[config.mk]
export PLATFORM = sky130hd
export DESIGN_NAME = obs_spawn_ctrl
export DESIGN_NICKNAME = d
export VERILOG_FILES = /design/src/rtl/obs_spawn_ctrl.sv
export SDC_FILE = /design/constraint.sdc
export NUM_CORES = 1
export LEC_CHECK = 0
export ABC_AREA = 1
export CAP_MARGIN = 40
export CORE_MARGIN = 8
export CORE_UTILIZATION = 30
export CTS_CLUSTER_DIAMETER = 100
export DETAILED_ROUTE_END_ITERATION = 10
export GPL_TIMING_DRIVEN = 0
export HOLD_SLACK_MARGIN = 0.03
export SLEW_MARGIN = 10
export SYNTH_ARGS = -nofsm -noshare
export SYNTH_HDL_FRONTEND = slang
export SYNTH_SLANG_ARGS = --single-unit
[constraint.sdc]
create_clock -name clk -period 3.5 [get_ports clk]
set_clock_uncertainty 0.2 [all_clocks]
set_input_delay 0.7 -clock clk [delete_from_list [all_inputs] [get_ports clk]]
set_output_delay 0.7 -clock clk [all_outputs]
set_load 0.02 [all_outputs]
[src/rtl/obs_spawn_ctrl.sv]
`default_nettype none
// ============================================================================
//  Module      : obs_spawn_ctrl
//  Description : Obstacle spawn scheduler. Counts frames per level-dependent
//                interval, allocates the lowest free slot from a fixed pool,
//                and launches the obstacle at a pseudo-random x position.
//                Holds one pending spawn while the pool is full.
//  Revision    : 1.0 - initial release
// ============================================================================
module obs_spawn_ctrl #(
    parameter int         N_SLOT     = 4,
    parameter int         MAX_X      = 640,
    parameter int         OBS_SIZE   = 20,
    parameter int         SPAWN_BASE = 60,
    parameter int         SPAWN_STEP = 12,
    parameter logic [9:0] LFSR_SEED  = 10'h001
) (
    input  logic              clk,
    input  logic              rst,
    input  logic              game_stop,
    input  logic              refr_tick,
    input  logic [1:0]        level,
    // Per-slot free pulse ("release" itself is a reserved word).
    input  logic [N_SLOT-1:0] slot_release,
    output logic [N_SLOT-1:0] slot_busy,
    output logic              spawn_valid,
    output logic [1:0]        spawn_idx,
    output logic [9:0]        spawn_x,
    output logic              pending,
    output logic [2:0]        busy_cnt
);

    localparam int         c_CNT_W = $clog2(SPAWN_BASE + 1);
    localparam logic [9:0] c_RANGE = 10'(MAX_X - OBS_SIZE);

    typedef enum logic [1:0] {
        ST_STOP = 2'd0,
        ST_RUN  = 2'd1,
        ST_WAIT = 2'd2
    } state_t;

    state_t              r_state;
    state_t              w_state_nxt;
    logic [c_CNT_W-1:0]  r_frame_cnt;
    logic [c_CNT_W-1:0]  w_frame_cnt_nxt;
    logic [c_CNT_W-1:0]  w_ivl_m1;
    logic [9:0]          r_lfsr;
    logic [9:0]          w_x_mapped;
    logic [N_SLOT-1:0]   w_free;
    logic [N_SLOT-1:0]   w_grant_oh;
    logic [N_SLOT-1:0]   w_busy_nxt;
    logic [1:0]          w_grant_idx;
    logic                w_found;
    logic                w_any_free;
    logic                w_expire;
    logic                w_grant;
    logic                w_pending_nxt;
    logic [2:0]          w_busy_cnt_nxt;

    // Last frame index of the current interval; follows level immediately.
    assign w_ivl_m1   = c_CNT_W'(SPAWN_BASE - 1 - SPAWN_STEP * int'(level));
    // One conditional subtract folds the 10-bit LFSR into 0..R-1.
    assign w_x_mapped = (r_lfsr >= c_RANGE) ? (r_lfsr - c_RANGE) : r_lfsr;
    // A slot released this cycle is immediately reusable.
    assign w_free     = ~slot_busy | slot_release;
    assign w_any_free = |w_free;
    assign w_expire   = refr_tick && (r_frame_cnt >= w_ivl_m1);

    // Fixed-priority allocator: lowest free index wins.
    always_comb begin
        w_found     = 1'b0;
        w_grant_idx = 2'd0;
        w_grant_oh  = '0;
        for (int i = 0; i < N_SLOT; i++) begin
            if (w_free[i] && !w_found) begin
                w_found       = 1'b1;
                w_grant_idx   = 2'(i);
                w_grant_oh[i] = 1'b1;
            end
        end
    end

    // Next-state, frame counting and grant decision.
    always_comb begin
        w_state_nxt     = r_state;
        w_frame_cnt_nxt = r_frame_cnt;
        w_grant         = 1'b0;
        w_pending_nxt   = pending;
        case (r_state)
            ST_STOP: begin
                w_frame_cnt_nxt = '0;
                w_pending_nxt   = 1'b0;
                w_state_nxt     = ST_RUN;
            end
            ST_RUN, ST_WAIT: begin
                if (refr_tick) begin
                    w_frame_cnt_nxt = w_expire ? '0 : r_frame_cnt + c_CNT_W'(1);
                end
                if (r_state == ST_RUN) begin
                    if (w_expire) begin
                        if (w_any_free) begin
                            w_grant = 1'b1;
                        end else begin
                            w_pending_nxt = 1'b1;
                            w_state_nxt   = ST_WAIT;
                        end
                    end
                end else if (w_any_free) begin
                    // Expiries seen while waiting collapse into this one spawn.
                    w_grant       = 1'b1;
                    w_pending_nxt = 1'b0;
                    w_state_nxt   = ST_RUN;
                end
            end
            default: begin
                w_state_nxt = ST_STOP;
            end
        endcase
        if (game_stop) begin
            w_state_nxt     = ST_STOP;
            w_frame_cnt_nxt = '0;
            w_pending_nxt   = 1'b0;
            w_grant         = 1'b0;
        end
    end

    // Pool update: releases clear, a grant in the same cycle wins its slot.
    always_comb begin
        if (game_stop || (r_state == ST_STOP)) begin
            w_busy_nxt = '0;
        end else begin
            w_busy_nxt = (slot_busy & ~slot_release) | (w_grant ? w_grant_oh : '0);
        end
        w_busy_cnt_nxt = 3'd0;
        for (int i = 0; i < N_SLOT; i++) begin
            w_busy_cnt_nxt = w_busy_cnt_nxt + 3'(w_busy_nxt[i]);
        end
    end

    // State register.
    always_ff @(posedge clk or posedge rst) begin
        if (rst) begin
            r_state <= ST_STOP;
        end else begin
            r_state <= w_state_nxt;
        end
    end

    // Registered outputs and frame counter.
    always_ff @(posedge clk or posedge rst) begin
        if (rst) begin
            r_frame_cnt <= '0;
            slot_busy   <= '0;
            busy_cnt    <= 3'd0;
            pending     <= 1'b0;
            spawn_valid <= 1'b0;
            spawn_idx   <= 2'd0;
            spawn_x     <= 10'd0;
        end else begin
            r_frame_cnt <= w_frame_cnt_nxt;
            slot_busy   <= w_busy_nxt;
            busy_cnt    <= w_busy_cnt_nxt;
            pending     <= w_pending_nxt;
            spawn_valid <= w_grant;
            if (w_grant) begin
                spawn_idx <= w_grant_idx;
                spawn_x   <= w_x_mapped;
            end
        end
    end

    // Free-running LFSR; runs in every state so player timing stirs it.
    always_ff @(posedge clk or posedge rst) begin
        if (rst) begin
            r_lfsr <= LFSR_SEED;
        end else begin
            r_lfsr <= {r_lfsr[8:0], r_lfsr[9] ^ r_lfsr[6]};
        end
    end

endmodule
`default_nettype wire

==> impl_summary.md <==
Detailed routing
For this run, design rule violations remaining after detail routing come to 0. After detailed routing, the number of vias per cell comes to 4.54. The detailed router finished its first iteration with 91 violations. The number of routed nets with antenna violations is 0. Dividing the detail-routed wire length by the instance count gives 12.5 um. The routed design has 4.44 mm of wire. Across all layers, the routed design uses 1616 vias. Before antenna repair, the detailed router went through 4 iterations.

Timing
Setup slack on the critical path of the routed design comes to 251 ps. The number of pins exceeding their max-slew limit in the final report is 0. Setup repair after global routing left no endpoint under its margin.

The post-route fraction of the period consumed by the critical path is 92.8%. The worst pin sits at a relative slew slack of 79.4%. The number of hold violations in the final report is 0. The final critical delay including setup and external delays is 3250 ps.

The worst hold slack across all endpoints is 182 ps. At the pin with the least slew margin, the transition time is 309 ps. Setup violations remaining at the end of the flow were counted as 0.

The post-route setup TNS is 0 ps. Static timing analysis puts the maximum clock frequency at 0.308 GHz.

Yosys
Summing the areas of all and, or, nand and nor instances in the mapped netlist gives 25.5% of the synthesized area. The net count after synthesis is 257. After Yosys synthesis, full adders, half adders and majority gates account for 9.65% of the synthesized area. Counting flops with a built-in enable in the synthesized netlist gives 0. Of the synthesized area, sequential elements account for 48.3%. Of the total synthesized cell area, the portion taken by XOR and XNOR cells is 1.30%. The predominant post-synthesis flop cell is sky130_fd_sc_hd__dfrtp_1. The main combinational cell family by area after synthesis is simple AND/OR/NAND/NOR gates. The cell taking the most area after synthesis is sky130_fd_sc_hd__dfrtp_1. The commonest cells after synthesis are sky130_fd_sc_hd__nand2_1 (66), sky130_fd_sc_hd__dfrtp_1 (38), sky130_fd_sc_hd__inv_1 (28). Summing the areas of all compound-gate instances in the mapped netlist gives 9.15% of the synthesized area.

The most common cell in the netlist is sky130_fd_sc_hd__nand2_1. The synthesized netlist cell count is 232. Counting flops with an async set or reset pin after synthesis yields a share of 100%. In the post-synthesis netlist, the biggest area contributors are sky130_fd_sc_hd__dfrtp_1 (47%), sky130_fd_sc_hd__nand2_1 (12%), sky130_fd_sc_hd__ha_1 (8.7%). The register bit count reported by yosys is 39. The count of unique library cells instantiated by Yosys is 28. Each instance of the synthesized netlist takes up on average 8.72 um^2.

The synthesized netlist occupies a cell area of 0.00202 mm^2. After synthesis, the share of cell area in mux cells is 0%. Yosys printed 0 warnings. The proportion of netlist area held by the largest area contributor is 47.0%.

Clock network
The clock reaches the later pin of the worst-skew pair after 290 ps. The number of H-tree levels is 2. The CTS tree is done. The root cell of the clock tree is sky130_fd_sc_hd__clkbuf_8.

The longest clock path from root to sink contains 2 buffers. The clock edge transition at the registers on the reported setup and hold paths is 80 ps. The clock drives 39 sinks.

The number of clock buffers inserted by TritonCTS is 5.

GRT
The initial antenna violation count is 0. The first global-routing pass estimated 7.72 mm of wire. The maximum number of pins on one net before global-route repair is 28. The via count of the first global-routing pass is 1677. Global routing used 9.81% of the available tracks across all layers. Global routing finished with a remaining overflow of 0.

Placed design
Routability-driven placement finished with a final weighted congestion of 0.801. The post-placement cell area is 0.00244 mm^2. Prior to clock tree synthesis, the placed netlist has a worst setup slack of -340 ps. In this run the tool buffered the top-level ports with 30 buffer cells.

The detailed-placement wirelength estimate is 3.36 mm.

Worst hold path
The number of instances on the worst hold path is 0. The sink of the worst hold path is r_lfsr[2]$_DFF_PP0_. The path type of the worst min-delay path is reg2reg.

The worst hold path begins at r_lfsr[1]$_DFF_PP0_.

Final layout
Summing all multi-input logic gate instances after layout gives 957 um^2. The finished layout cell area is 0.00264 mm^2. The number of antenna diodes in the final layout is 0. Across the whole layout, storage elements account for 977 um^2.

After filler insertion, the fill cell instance count of the layout stands at 673. The post-route netlist has 13.8% of its cells at a drive strength greater than 1. The final-stage net count is 300. The area growth from synthesis to layout is 30.2%.

Floorplanning
The row count is 30. The area of the core is 0.00664 mm^2. From left edge to right edge, the die measures 98.1 um.

The initial standard-cell utilization of the core is 30.5%. The height of the die is 98.1 um. During I/O placement, the number of pins put on the boundary was 31. The die covers 0.00963 mm^2.

Setup path
The number of cells on the worst reg-to-reg path is 13. The kind of end point of the critical path is a flop. The type of origin of the critical path is an input port.

In this run the register-to-register setup slack is 550 ps. In this run the worst path has a maximum fanout of 5. The worst register-to-register path ends at busy_cnt[1]$_DFF_PP0_. STA puts the critical path data required time at 3470 ps. The data arrival at the endpoint of the critical path is 3220 ps. The startpoint identified for the worst register-to-register timing path is r_state[0]$_DFFE_PP0P_. The worst setup path is of the in2reg kind.

Flow run
The total of max-cap violations is 0.

Power
The power density normalized to cell area is 496 mW/mm^2. For this design the static power due to leakage is 1.31 nW. Summing internal, switching and leakage power gives 1.31 mW. Across the VDD grid, the largest voltage drop is 0.000230 V.

Run status
The flow ran to the end, and the final reports show no timing, DRC or antenna violations.
what timing repair did:
item	4_1_cts	5_1_grt
hold buffers	0	0
setup endpoints to repair	1	2
gates resized for setup	2	6
pin swaps	4	3
setup buffers	4	1
logic make-up after synthesis:
kind of cell    after synthesis
flops                        39
compound gates               32
buf+inv                      31
simple gates                112
fa+ha+maj                    15
xor+xnor                      3
worst max-delay path by stage:
stage	endpoint	depth (start not counted)	slack, ps	from
detailed placement	busy_cnt[1]$_DFF_PP0_	16	-340	level[0]
CTS	busy_cnt[1]$_DFF_PP0_	16	20	level[0]
floorplan	busy_cnt[1]$_DFF_PP0_	15	300	level[0]
global route	busy_cnt[1]$_DFF_PP0_	16	140	level[1]
finish	busy_cnt[1]$_DFF_PP0_	16	250	level[1]
global placement	busy_cnt[1]$_DFF_PP0_	16	-340	level[0]
flip-flops by register name, summed over array words and instances, names as in the netlist, 2 cells and up:
register     count
busy_cnt         3
r_frame_cnt      6
r_lfsr          10
r_state          2
slot_busy        4
spawn_idx        2
spawn_x         10
per-layer routing:
metal	wire, um	part of all wire [%]	GRT usage [%]	up-vias
li1	-	-	-	831
met1	2000	45	10.9	761
met2	2220	50	17.1	22
met3	203	4.6	3.98	2
met4	19	0.43	2.16	0
met5	0	0	0	-
critical path: stages:
cell	delay, ps
sky130_fd_sc_hd__dlygate4sd2_1	250
sky130_fd_sc_hd__ha_1	300
sky130_fd_sc_hd__ha_1	270
sky130_fd_sc_hd__nand2_1	50
sky130_fd_sc_hd__inv_1	60
sky130_fd_sc_hd__nand2_1	70
sky130_fd_sc_hd__nand3_2	90
sky130_fd_sc_hd__nand2_4	70
sky130_fd_sc_hd__nand2_8	100
sky130_fd_sc_hd__nand2_8	50
sky130_fd_sc_hd__a21oi_4	130
sky130_fd_sc_hd__inv_2	50
sky130_fd_sc_hd__fa_1	540
sky130_fd_sc_hd__inv_1	40
sky130_fd_sc_hd__ha_1	170
sky130_fd_sc_hd__ha_1	270
through the flow:
step	util [%]	cells
finish	39.7	356
global route	39.7	356
CTS	39.1	355
detailed placement	36.8	343
global placement	36.5	342
floorplan	-	232
cell usage in the layout, fill, tap and decap left out, types with 2 or more instances in the layout:
cell type                         instances
sky130_fd_sc_hd__clkbuf_8                 6
sky130_fd_sc_hd__nand3_1                 10
sky130_fd_sc_hd__nand2_8                  2
sky130_fd_sc_hd__a21oi_1                 12
sky130_fd_sc_hd__nor2_1                  13
sky130_fd_sc_hd__nand2_1                 66
sky130_fd_sc_hd__inv_1                   26
sky130_fd_sc_hd__nand3b_1                 2
sky130_fd_sc_hd__nand4_1                  4
sky130_fd_sc_hd__buf_4                    5
sky130_fd_sc_hd__clkdlybuf4s50_1         28
sky130_fd_sc_hd__ha_1                    14
sky130_fd_sc_hd__nand2_4                  2
sky130_fd_sc_hd__a21oi_4                  2
sky130_fd_sc_hd__dfrtp_1                 38
sky130_fd_sc_hd__nand3_2                  4
sky130_fd_sc_hd__nor3_1                   2
sky130_fd_sc_hd__o21ai_1                  4
sky130_fd_sc_hd__nor2_2                   5
sky130_fd_sc_hd__xnor2_1                  2
sky130_fd_sc_hd__o21ai_0                 11
sky130_fd_sc_hd__inv_2                    4
layout make-up:
cell class | count | area share (%)
inverter | 30 | 4.27
clock buffer | 6 | 3.13
tap | 80 | 3.80
timing repair buffer | 36 | 13.6
multi-input combinational | 162 | 36.3
clock inverter | 2 | 1.33
buffer | 1 | 0.427
sequential | 39 | 37.1
where the power goes:
part           switching (mW)  internal [mW]
sequential             0.0291          0.484
clock                   0.163          0.231
combinational           0.244          0.155
No activity file was read; power rests on OpenSTA's default activity.
